<file path="config.mk">
export PLATFORM = sky130hd
export DESIGN_NAME = mchan_cmd_splitter_flat
export DESIGN_NICKNAME = d
export VERILOG_FILES = /design/src/rtl/mchan_cmd_splitter_if.sv /design/src/rtl/mchan_cmd_splitter.sv /design/src/flat_wrapper.sv
export SDC_FILE = /design/constraint.sdc
export NUM_CORES = 1
export LEC_CHECK = 0
export BUFFER_PORTS_ARGS = -buffer_cell sky130_fd_sc_hd__clkbuf_2
export CAP_MARGIN = 40
export CORE_MARGIN = 3
export CORE_UTILIZATION = 50
export DETAILED_ROUTE_END_ITERATION = 8
export GPL_TIMING_DRIVEN = 0
export PLACE_DENSITY_LB_ADDON = 0.08
export REMOVE_ABC_BUFFERS = 1
export SLEW_MARGIN = 20
export SYNTH_ARGS = -nofsm -noshare
export SYNTH_HDL_FRONTEND = slang
export SYNTH_SLANG_ARGS = --single-unit
export TNS_END_PERCENT = 5
</file>
<file path="constraint.sdc">
create_clock -name clk_i -period 17.4 [get_ports clk_i]
set_input_delay 1.74 -clock clk_i [delete_from_list [all_inputs] [get_ports clk_i]]
set_output_delay 1.74 -clock clk_i [all_outputs]
set_load 0.02 [all_outputs]
</file>
<file path="src/rtl/mchan_cmd_splitter_if.sv">
// Command-queue and burst-issue handshake bundles for the command splitter.
// Each bundle carries a req/gnt pair plus its payload fields.
`ifndef MCHAN_LEN_WIDTH
`define MCHAN_LEN_WIDTH 16
`endif
`ifndef MCHAN_OPC_WIDTH
`define MCHAN_OPC_WIDTH 4
`endif

interface mchan_cmd_if #(
  parameter int unsigned LW = `MCHAN_LEN_WIDTH,
  parameter int unsigned OW = `MCHAN_OPC_WIDTH,
  parameter int unsigned SW = 2,
  parameter int unsigned TW = 12,
  parameter int unsigned EW = 29
) ();
  logic          req;
  logic          gnt;
  logic [LW-1:0] len;
  logic [OW-1:0] opc;
  logic          inc;
  logic [SW-1:0] sid;
  logic [TW-1:0] tcdm_add;
  logic [EW-1:0] ext_add;

  modport master (
    output req, len, opc, inc, sid,
    output tcdm_add, ext_add,
    input  gnt
  );
  modport slave (
    input  req, len, opc, inc, sid,
    input  tcdm_add, ext_add,
    output gnt
  );
endinterface

interface mchan_trans_if #(
  parameter int unsigned LW = `MCHAN_LEN_WIDTH,
  parameter int unsigned OW = `MCHAN_OPC_WIDTH,
  parameter int unsigned SW = 2,
  parameter int unsigned TW = 12,
  parameter int unsigned EW = 29
) ();
  logic          req;
  logic          gnt;
  logic [LW-1:0] len;
  logic [OW-1:0] opc;
  logic          inc;
  logic [SW-1:0] sid;
  logic [TW-1:0] tcdm_add;
  logic [EW-1:0] ext_add;
  logic          last;

  modport master (
    output req, len, opc, inc, sid,
    output tcdm_add, ext_add, last,
    input  gnt
  );
  modport slave (
    input  req, len, opc, inc, sid,
    input  tcdm_add, ext_add, last,
    output gnt
  );
endinterface

</file>
<file path="src/rtl/mchan_cmd_splitter.sv">
// Splits 1D commands into bursts bounded by MAX_BURST_BYTES and the ext boundary.
// Optional MCHAN_SPLIT_PERF_EN adds a saturating burst counter output.
`ifndef MCHAN_LEN_WIDTH
`define MCHAN_LEN_WIDTH 16
`endif
`ifndef MCHAN_OPC_WIDTH
`define MCHAN_OPC_WIDTH 4
`endif

module mchan_cmd_splitter #(
  parameter int unsigned TCDM_ADD_WIDTH  = 12,
  parameter int unsigned EXT_ADD_WIDTH   = 29,
  parameter int unsigned NB_TRANSFERS    = 4,
  parameter int unsigned TRANS_SID_WIDTH = $clog2(NB_TRANSFERS),
  parameter int unsigned MCHAN_LEN_WIDTH = `MCHAN_LEN_WIDTH,
  parameter int unsigned MCHAN_OPC_WIDTH = `MCHAN_OPC_WIDTH,
  parameter int unsigned MAX_BURST_BYTES = 256,
  parameter int unsigned BOUNDARY_BYTES  = 4096
) (
  input  logic         clk_i,
  input  logic         rst_ni,
  mchan_cmd_if.slave   cmd,
  mchan_trans_if.master trans,
`ifdef MCHAN_SPLIT_PERF_EN
  output logic [31:0]  perf_bursts_o,
`endif
  output logic         busy_o
);
  localparam int unsigned LW = MCHAN_LEN_WIDTH;
  localparam int unsigned TW = TCDM_ADD_WIDTH;
  localparam int unsigned EW = EXT_ADD_WIDTH;

  typedef enum logic {IDLE, ISSUE} state_t;

  state_t                     state_q;
  logic [LW:0]                rem_q;
  logic                       req_q;
  logic                       last_q;
  logic [LW-1:0]              len_q;
  logic [MCHAN_OPC_WIDTH-1:0] opc_q;
  logic                       inc_q;
  logic [TRANS_SID_WIDTH-1:0] sid_q;
  logic [TW-1:0]              tcdm_q;
  logic [EW-1:0]              ext_q;

  // rem counts bytes still owed including the burst on the bus
  function automatic logic [LW:0] chunk_f(
    input logic [LW:0]   rem,
    input logic [EW-1:0] ext,
    input logic          inc
  );
    logic [31:0] c;
    logic [31:0] b;
    c = 32'(rem);
    if (c > MAX_BURST_BYTES) c = MAX_BURST_BYTES;
    b = BOUNDARY_BYTES - 32'(ext & EW'(BOUNDARY_BYTES - 1));
    if (inc && b < c) c = b;
    return c[LW:0];
  endfunction

  logic [LW:0]   acc_rem;
  logic [LW:0]   acc_chunk;
  logic [LW:0]   cur_chunk;
  logic [LW:0]   nxt_rem;
  logic [TW-1:0] nxt_tcdm;
  logic [EW-1:0] nxt_ext;
  logic [LW:0]   nxt_chunk;

  always_comb begin
    acc_rem   = {1'b0, cmd.len} + 1'b1;
    acc_chunk = chunk_f(acc_rem, cmd.ext_add, cmd.inc);
    cur_chunk = {1'b0, len_q} + 1'b1;
    nxt_rem   = rem_q - cur_chunk;
    nxt_tcdm  = tcdm_q + TW'(cur_chunk);
    nxt_ext   = inc_q ? ext_q + EW'(cur_chunk) : ext_q;
    nxt_chunk = chunk_f(nxt_rem, nxt_ext, inc_q);
  end

  always_ff @(posedge clk_i or negedge rst_ni) begin
    if (!rst_ni) begin
      state_q <= IDLE;
      rem_q   <= '0;
      req_q   <= 1'b0;
      last_q  <= 1'b0;
      len_q   <= '0;
      opc_q   <= '0;
      inc_q   <= 1'b0;
      sid_q   <= '0;
      tcdm_q  <= '0;
      ext_q   <= '0;
    end else begin
      unique case (state_q)
        IDLE: begin
          if (cmd.req) begin
            state_q <= ISSUE;
            req_q   <= 1'b1;
            rem_q   <= acc_rem;
            len_q   <= LW'(acc_chunk - 1'b1);
            last_q  <= (acc_chunk == acc_rem);
            opc_q   <= cmd.opc;
            inc_q   <= cmd.inc;
            sid_q   <= cmd.sid;
            tcdm_q  <= cmd.tcdm_add;
            ext_q   <= cmd.ext_add;
          end
        end
        ISSUE: begin
          // req low here is the bubble after the last burst
          if (!req_q) begin
            state_q <= IDLE;
          end else if (trans.gnt) begin
            if (last_q) begin
              req_q <= 1'b0;
            end else begin
              rem_q  <= nxt_rem;
              len_q  <= LW'(nxt_chunk - 1'b1);
              last_q <= (nxt_chunk == nxt_rem);
              tcdm_q <= nxt_tcdm;
              ext_q  <= nxt_ext;
            end
          end
        end
        default: state_q <= IDLE;
      endcase
    end
  end

  assign cmd.gnt        = (state_q == IDLE);
  assign busy_o         = (state_q == ISSUE);
  assign trans.req      = req_q;
  assign trans.len      = len_q;
  assign trans.opc      = opc_q;
  assign trans.inc      = inc_q;
  assign trans.sid      = sid_q;
  assign trans.tcdm_add = tcdm_q;
  assign trans.ext_add  = ext_q;
  assign trans.last     = last_q;

`ifdef MCHAN_SPLIT_PERF_EN
  always_ff @(posedge clk_i or negedge rst_ni) begin
    if (!rst_ni) begin
      perf_bursts_o <= '0;
    end else if (req_q && trans.gnt && perf_bursts_o != 32'hFFFF_FFFF) begin
      perf_bursts_o <= perf_bursts_o + 32'd1;
    end
  end
`endif

endmodule

</file>
<file path="src/flat_wrapper.sv">
// flat-port wrapper written by rule: the top's interface ports become plain ports
module mchan_cmd_splitter_flat 
#(
  parameter int unsigned TCDM_ADD_WIDTH  = 12,
  parameter int unsigned EXT_ADD_WIDTH   = 29,
  parameter int unsigned NB_TRANSFERS    = 4,
  parameter int unsigned TRANS_SID_WIDTH = $clog2(NB_TRANSFERS),
  parameter int unsigned MCHAN_LEN_WIDTH = `MCHAN_LEN_WIDTH,
  parameter int unsigned MCHAN_OPC_WIDTH = `MCHAN_OPC_WIDTH,
  parameter int unsigned MAX_BURST_BYTES = 256,
  parameter int unsigned BOUNDARY_BYTES  = 4096
)
  (clk_i, rst_ni, busy_o, cmd_req, cmd_len, cmd_opc, cmd_inc, cmd_sid, cmd_tcdm_add, cmd_ext_add, cmd_gnt, trans_req, trans_len, trans_opc, trans_inc, trans_sid, trans_tcdm_add, trans_ext_add, trans_last, trans_gnt);
  mchan_cmd_if #(.LW((`MCHAN_LEN_WIDTH)), .OW((`MCHAN_OPC_WIDTH)), .SW((2)), .TW((12)), .EW((29))) cmd_i ();
  mchan_trans_if #(.LW((`MCHAN_LEN_WIDTH)), .OW((`MCHAN_OPC_WIDTH)), .SW((2)), .TW((12)), .EW((29))) trans_i ();
  input  logic clk_i;
  input  logic rst_ni;
  output logic busy_o;
  input wire logic [$bits(cmd_i.req)-1:0] cmd_req;
  input wire logic [$bits(cmd_i.len)-1:0] cmd_len;
  input wire logic [$bits(cmd_i.opc)-1:0] cmd_opc;
  input wire logic [$bits(cmd_i.inc)-1:0] cmd_inc;
  input wire logic [$bits(cmd_i.sid)-1:0] cmd_sid;
  input wire logic [$bits(cmd_i.tcdm_add)-1:0] cmd_tcdm_add;
  input wire logic [$bits(cmd_i.ext_add)-1:0] cmd_ext_add;
  output wire logic [$bits(cmd_i.gnt)-1:0] cmd_gnt;
  output wire logic [$bits(trans_i.req)-1:0] trans_req;
  output wire logic [$bits(trans_i.len)-1:0] trans_len;
  output wire logic [$bits(trans_i.opc)-1:0] trans_opc;
  output wire logic [$bits(trans_i.inc)-1:0] trans_inc;
  output wire logic [$bits(trans_i.sid)-1:0] trans_sid;
  output wire logic [$bits(trans_i.tcdm_add)-1:0] trans_tcdm_add;
  output wire logic [$bits(trans_i.ext_add)-1:0] trans_ext_add;
  output wire logic [$bits(trans_i.last)-1:0] trans_last;
  input wire logic [$bits(trans_i.gnt)-1:0] trans_gnt;
  assign cmd_i.req = cmd_req;
  assign cmd_i.len = cmd_len;
  assign cmd_i.opc = cmd_opc;
  assign cmd_i.inc = cmd_inc;
  assign cmd_i.sid = cmd_sid;
  assign cmd_i.tcdm_add = cmd_tcdm_add;
  assign cmd_i.ext_add = cmd_ext_add;
  assign cmd_gnt = cmd_i.gnt;
  assign trans_req = trans_i.req;
  assign trans_len = trans_i.len;
  assign trans_opc = trans_i.opc;
  assign trans_inc = trans_i.inc;
  assign trans_sid = trans_i.sid;
  assign trans_tcdm_add = trans_i.tcdm_add;
  assign trans_ext_add = trans_i.ext_add;
  assign trans_last = trans_i.last;
  assign trans_i.gnt = trans_gnt;
  mchan_cmd_splitter #(.TCDM_ADD_WIDTH(TCDM_ADD_WIDTH), .EXT_ADD_WIDTH(EXT_ADD_WIDTH), .NB_TRANSFERS(NB_TRANSFERS), .TRANS_SID_WIDTH(TRANS_SID_WIDTH), .MCHAN_LEN_WIDTH(MCHAN_LEN_WIDTH), .MCHAN_OPC_WIDTH(MCHAN_OPC_WIDTH), .MAX_BURST_BYTES(MAX_BURST_BYTES), .BOUNDARY_BYTES(BOUNDARY_BYTES)) u_core (.clk_i(clk_i), .rst_ni(rst_ni), .cmd(cmd_i), .trans(trans_i), .busy_o(busy_o));
endmodule
</file>
==> results of run 1 <==
[stage by stage]
stage	instance area, µm²	utilization, %	hold WS (ns)	std cells
after floorplan	9120	-	0.4453	1181
after global placement	10080	55.56	0.4578	1545
after detailed placement	10280	56.67	0.4647	1556
after CTS	10570	58.23	0.4825	1572
after global routing	10580	58.27	0.4979	1573
final	10580	58.27	0.4781	1573
[final cells by class]
cell class / count / area, µm²
Fill cell: 1762 / 7572
Multi-Input combinational cell: 1031 / 6785
Sequential cell: 84 / 2106
Timing Repair Buffer: 147 / 865.8
Tap cell: 229 / 286.5
Inverter: 66 / 247.7
Clock buffer: 9 / 225.2
Clock inverter: 7 / 58.81
[kinds of logic (layout without fill, tap and decap cells)]
kind of cell    Yosys count  in the layout  share of synthesized area [%]
simple gates            454            454                          23.92
compound gates          382            382                          26.98
buf+inv                 120            229                          5.329
xor+xnor                 85             85                          7.967
flops                    84             84                          22.50
fa+ha+maj                77             77                          10.55
mux                      25             25                          2.718
other cells               1              8                        0.04013
[placed cells by master (no fill, tap or decap), types with 7 or more instances in the layout]
cell,instances
o22ai_1,11
nor3_1,24
xnor2_1,52
clkbuf_2,134
o2111ai_1,7
nor2_1,97
conb_1,8
nand2_1,170
and2_1,7
and3_1,11
inv_1,65
dfrtp_1,83
or3_1,14
o21bai_1,11
o21a_1,16
o21ai_0,102
a31oi_1,12
clkbuf_16,9
o31ai_1,7
nor2b_1,14
nand2b_1,8
mux2i_1,22
o211ai_1,7
xor2_1,33
a21o_1,17
nand3_1,34
a211oi_1,18
a21oi_1,97
ha_1,74
nor4_1,12
nand4_1,15
[flip-flops by register name, indices dropped and copies added (netlist names)]
| register | flops |
|---|---|
| u_core.trans.opc | 4 |
| u_core.rem_q | 17 |
| u_core.trans.inc | 1 |
| u_core.trans.ext_add | 29 |
| u_core.trans.req | 1 |
| u_core.trans.len | 16 |
| u_core.trans.sid | 2 |
| u_core.trans.last | 1 |
| u_core.busy_o | 1 |
| u_core.trans.tcdm_add | 12 |
[metal layers]
metal,vias up,GRT usage (%)
li1,4684,-
met1,4445,39.14
met2,344,43.45
met3,49,3.550
met4,0,7.304
met5,-,0
[worst max-delay path: cells and delay by family (launching register included)]
kind                     cells  cell delay (ns)
adder cells (fa/ha/maj)      3             0.95
AND/OR/NAND/NOR             15             3.92
XOR/XNOR                     1             0.41
AO/OA/AOI/OAI                6             1.84
flip-flops                   1             0.42
buffers and inverters        3             0.57
[path summary, 6_finish.rpt]
path / startpoint / depth (start not counted) / slack, ns / end
hold reg to reg: u_core.trans.opc[2]$_DFFE_PN0P_ / 2 / 0.48 / u_core.trans.opc[2]$_DFFE_PN0P_
min in group asynchronous: rst_ni / 2 / 1.40 / u_core.trans.tcdm_add[2]$_DFFE_PN0P_
setup / recovery: u_core.trans.len[1]$_DFFE_PN0P_ / 28 / 9.20 / u_core.trans.len[12]$_DFFE_PN0P_
hold / removal: u_core.trans.opc[2]$_DFFE_PN0P_ / 2 / 0.48 / u_core.trans.opc[2]$_DFFE_PN0P_
setup reg to reg: u_core.trans.len[1]$_DFFE_PN0P_ / 28 / 9.20 / u_core.trans.len[12]$_DFFE_PN0P_
max in group asynchronous: rst_ni / 2 / 15.56 / u_core.busy_o$_DFF_PN0_
==> summary.md, run 1 <==
| Metric | Value |
|---|---|
| F_max | `121.9 MHz` |
| Outcome | `finished clean` |
| Slowest stage delay, CP | `0.61 ns` |
| Total core area | `18150 µm²` |
| Cell repeated most along the worst path | `ha_1` |
| Synth top area share | `22.50%` |
| # DRC | `0` |
| Final slew viol count | `0` |
| Fraction of registers with async set/reset | `100.0%` |
| IO Port Bufs | `135` |
| Clk slew on worst S/H paths | `0.08 ns` |
| Die area | `20360 µm²` |
| Max_slew headroom | `41.55%` |
| Clk sink count | `84` |
| Unrepaired setup endpoints after global routing | `no` |
| Highest fanout seen on the critical path | `11` |
| Io pins | `136` |
| Worst slew pin tran | `0.8704 ns` |
| Ys flop type | `dfrtp_1` |
| Fin. Hold Viols | `0` |
| Ant. Diodes | `0` |
| Place WS | `9.437 ns` |
| Top-count cell post-synth | `nand2_1` |
| Router iterations before antenna repair | `6` |
| Vias in the first global route | `8629` |
| Number of gates resized after cts | `0` |
| Warnings, synthesis | `0` |
| Wl on met1 | `13440 µm` |
| Final #Nets | `1484` |
| DIE WIDTH | `142.7 µm` |
| CP max-delay cell | `o31ai_1` |
| Sequential share of the synthesized area | `22.50%` |
| Clock Path Buffers | `2` |
| Setup-failing EPs final | `0` |
| Met3 wire length | `1812 µm` |
| Kind of start point of the critical path | `flip-flop` |
| Syn_area_per_cell | `7.609 µm²` |
| Number of setup buffers added after CTS | `0` |
| DPL Wire Length | `22140 µm` |
| WP data required | `17.69 ns` |
| Cell taking the most area after synthesis | `dfrtp_1` |
| CTS Root Cell | `clkbuf_16` |
| H-tree levels | `3` |
| Clock Skew | `0.01015 ns` |
| Fraction of layout cells with a size suffix above 1 | `15.48%` |
| CTS tree | `built` |
| All-layer global routing usage | `27.30%` |
| Seq cells post-synth | `84` |
| DRT Wirelength | `28690 µm` |
| Yosys cell types | `92` |
| Post-CTS Hold Buffers | `0` |
| Critical path capture point type | `flip-flop` |
| Via density | `6.053` |
| First-pass GRT wire length | `44960 µm` |
| Largest net degree at the start of global routing | `85` |
| Gate Count Post-Synth | `1228` |
| Crit Path Class | `reg2reg` |
| Min-delay worst type | `reg2reg` |
| Overflow after GRT | `0` |
| Worst Path Arrival | `8.50 ns` |
| # rows | `49` |
| Post-synth EDFFs | `0` |
| Via Count | `9522` |
| Routed WL per cell | `18.24 µm` |
| Placer's final routability congestion estimate | `0.9547` |
| Drt first-iter violations | `777` |
| Setup TNS | `0 ns` |
| Final ANT Viol Nets | `0` |
| Met2 wire length | `12920 µm` |
| Synth cell count leaders | `nand2_1, o21ai_0, a21oi_1, nor2_1, dfrtp_1` |
| Area Overhead vs Synth | `13.18%` |
| Crit path time final | `8.204 ns` |
| Die Y-Extent | `142.7 µm` |
| Max-cap violation count | `0` |
| Final period utilization | `47.15%` |
| Setup WS post-layout | `9.196 ns` |
| Uppermost layer routed | `met4` |
| Mapped cell area | `9344 µm²` |
| Num CTS Buffers | `9` |
| Initial core utilization | `51.49%` |
| Top cells by area, synth | `dfrtp_1, ha_1, nand2_1` |
| Initial antenna violation count | `0` |
| Clk_lat worst skew | `0.36 ns` |
Power of run 1 is left out: the tool's default activity adds up to more than one toggle a clock period on the data nets, which glitch-free logic cannot reach.
==> inputs of run 2 (changes only) <==
==> constraint.sdc (replaced) <==
create_clock -name clk_i -period 8.15 [get_ports clk_i]
set_input_delay 0.815 -clock clk_i [delete_from_list [all_inputs] [get_ports clk_i]]
set_output_delay 0.815 -clock clk_i [all_outputs]
set_load 0.02 [all_outputs]
==> run 2 against run 1 <==
Effect of this change: final area grew 0.20%; non-clock buffer count is the same; flip-flop and latch count is the same; largest cell class unchanged.
==> summary.md, run 2 (synthesized netlist as in run 1, its figures left out) <==
| Metric | Value |
|---|---|
| DIE WIDTH | `142.7 µm` |
| Num CTS Buffers | `9` |
| Min-delay worst type | `in2async` |
| Setup-failing EPs final | `0` |
| Crit path launch | `u_core.trans.len[1]$_DFFE_PN0P_` |
| Flop-to-flop setup slack | `0.32 ns` |
| CTS Root Cell | `clkbuf_16` |
| Highest fanout seen on the critical path | `11` |
| Slowest stage delay, CP | `0.45 ns` |
| Routed WL per cell | `18.25 µm` |
| IO Port Bufs | `135` |
| Drt first-iter violations | `685` |
| Die area | `20360 µm²` |
| Crit Path Class | `reg2reg` |
| Most frequent cells in the layout | `nand2_1, clkbuf_2, o21ai_0` |
| Ant. Diodes | `0` |
| Post-CTS Hold Buffers | `0` |
| DRT Wirelength | `28710 µm` |
| Area Overhead vs Synth | `13.40%` |
| H-tree levels | `3` |
| Final #Nets | `1484` |
| Final period utilization | `96.11%` |
| Crit path time final | `7.833 ns` |
| # rows | `49` |
| Commonest non-fill, non-tap cell in the layout | `nand2_1` |
| Unrepaired setup endpoints after global routing | `no` |
| Io pins | `136` |
| F_max | `127.7 MHz` |
| Clock Path Buffers | `2` |
| Reg-to-reg critical path startpoint | `u_core.trans.len[1]$_DFFE_PN0P_` |
| Outcome | `finished clean` |
| Largest net degree at the start of global routing | `85` |
| CTS tree | `built` |
| Fill cells | `1759` |
| Crit path max-delay family | `compound AO/OA/AOI/OAI gates` |
| Cell repeated most along the worst path | `ha_1` |
| All-layer global routing usage | `27.30%` |
| Initial antenna violation count | `0` |
| Max_slew headroom | `41.61%` |
| Final slew viol count | `0` |
| Final ANT Viol Nets | `0` |
| Worst slew pin tran | `0.8696 ns` |
| Worst Path Arrival | `8.05 ns` |
| Critical path capture point type | `flip-flop` |
| Clk slew on worst S/H paths | `0.08 ns` |
| Overflow after GRT | `0` |
| Vias in the first global route | `8629` |
| Setup WS post-layout | `0.3173 ns` |
| Initial core utilization | `51.49%` |
| WHS | `0.4780 ns` |
| Total core area | `18150 µm²` |
| DPL Wire Length | `22140 µm` |
| Via density | `6.039` |
| Clk sink count | `84` |
| Kind of start point of the critical path | `flip-flop` |
| Router iterations before antenna repair | `6` |
| Inst Count DP | `1556` |
| Via Count | `9500` |
| Clock Skew | `0.01072 ns` |
| CP max-delay cell | `xnor2_1` |
| Sum of buffers and inverters on the critical path | `4` |
| Fraction of layout cells with a size suffix above 1 | `15.70%` |
| Place WS | `0.1867 ns` |
| Max-cap violation count | `0` |
| Layout Cells excl Fill | `1573` |
| Die Y-Extent | `142.7 µm` |
| Max FFs per register | `29` |
| First-pass GRT wire length | `44960 µm` |
| Fin util | `58.39%` |
| # DRC | `0` |
| Placer's final routability congestion estimate | `0.9547` |
| Fin. Hold Viols | `0` |
| WP data required | `8.36 ns` |
| Clk_lat worst skew | `0.36 ns` |
run 2: final cells by class:
cell class	instances	area [µm²]	share of cell area (%)
clock buffers	9	225.2	2.125
clock inverters	7	58.81	0.5550
inverters	66	247.7	2.338
multi-input cells	1031	6807	64.23
flip-flops and latches	84	2106	19.87
well taps	229	286.5	2.704
repair buffers	147	865.8	8.171
run 2: through the flow:
| step | cell area [µm²] | setup TNS [ns] |
|---|---|---|
| 5_1_grt | 10600 | 0 |
| 4_1_cts | 10570 | 0 |
| 2_1_floorplan | 9120 | 0 |
| 6_report | 10600 | 0 |
| 3_5_place_dp | 10280 | 0 |
| 3_3_place_gp | 10080 | -42.06 |
run 2: worst reg2reg max path: cells and delay by family, from the launching register on:
| family | cells | cell delay (ns) |
|---|---|---|
| simple gates | 10 | 2.04 |
| fa+ha+maj | 4 | 1.24 |
| buf+inv | 4 | 0.75 |
| xor+xnor | 1 | 0.45 |
| compound gates | 13 | 2.77 |
| flops | 1 | 0.43 |
run 2: layer usage:
metal | wire [µm] | track usage (%) | up-vias
met5 | 0 | 0 | -
met4 | 466 | 7.304 | 0
met3 | 1884 | 3.550 | 36
met2 | 13060 | 43.45 | 336
met1 | 13300 | 39.14 | 4454
li1 | - | - | 4674
run 2: path summary, 6_finish.rpt:
| check | cells after the start | endpoint |
|---|---|---|
| setup / recovery | 32 | u_core.trans.len[10]$_DFFE_PN0P_ |
| hold / removal | 2 | u_core.rem_q[4]$_DFFE_PN0P_ |
| setup reg to reg | 32 | u_core.trans.len[10]$_DFFE_PN0P_ |
| hold reg to reg | 2 | u_core.trans.opc[2]$_DFFE_PN0P_ |
| max in group asynchronous | 2 | u_core.busy_o$_DFF_PN0_ |
| min in group clk_i | 2 | u_core.trans.opc[2]$_DFFE_PN0P_ |
run 2: repair_timing:
item                       CTS  global route
resized for setup            0             4
setup endpoints to repair    0            13
buffers inserted             0             0
Power of run 2 is left out for the same reason.
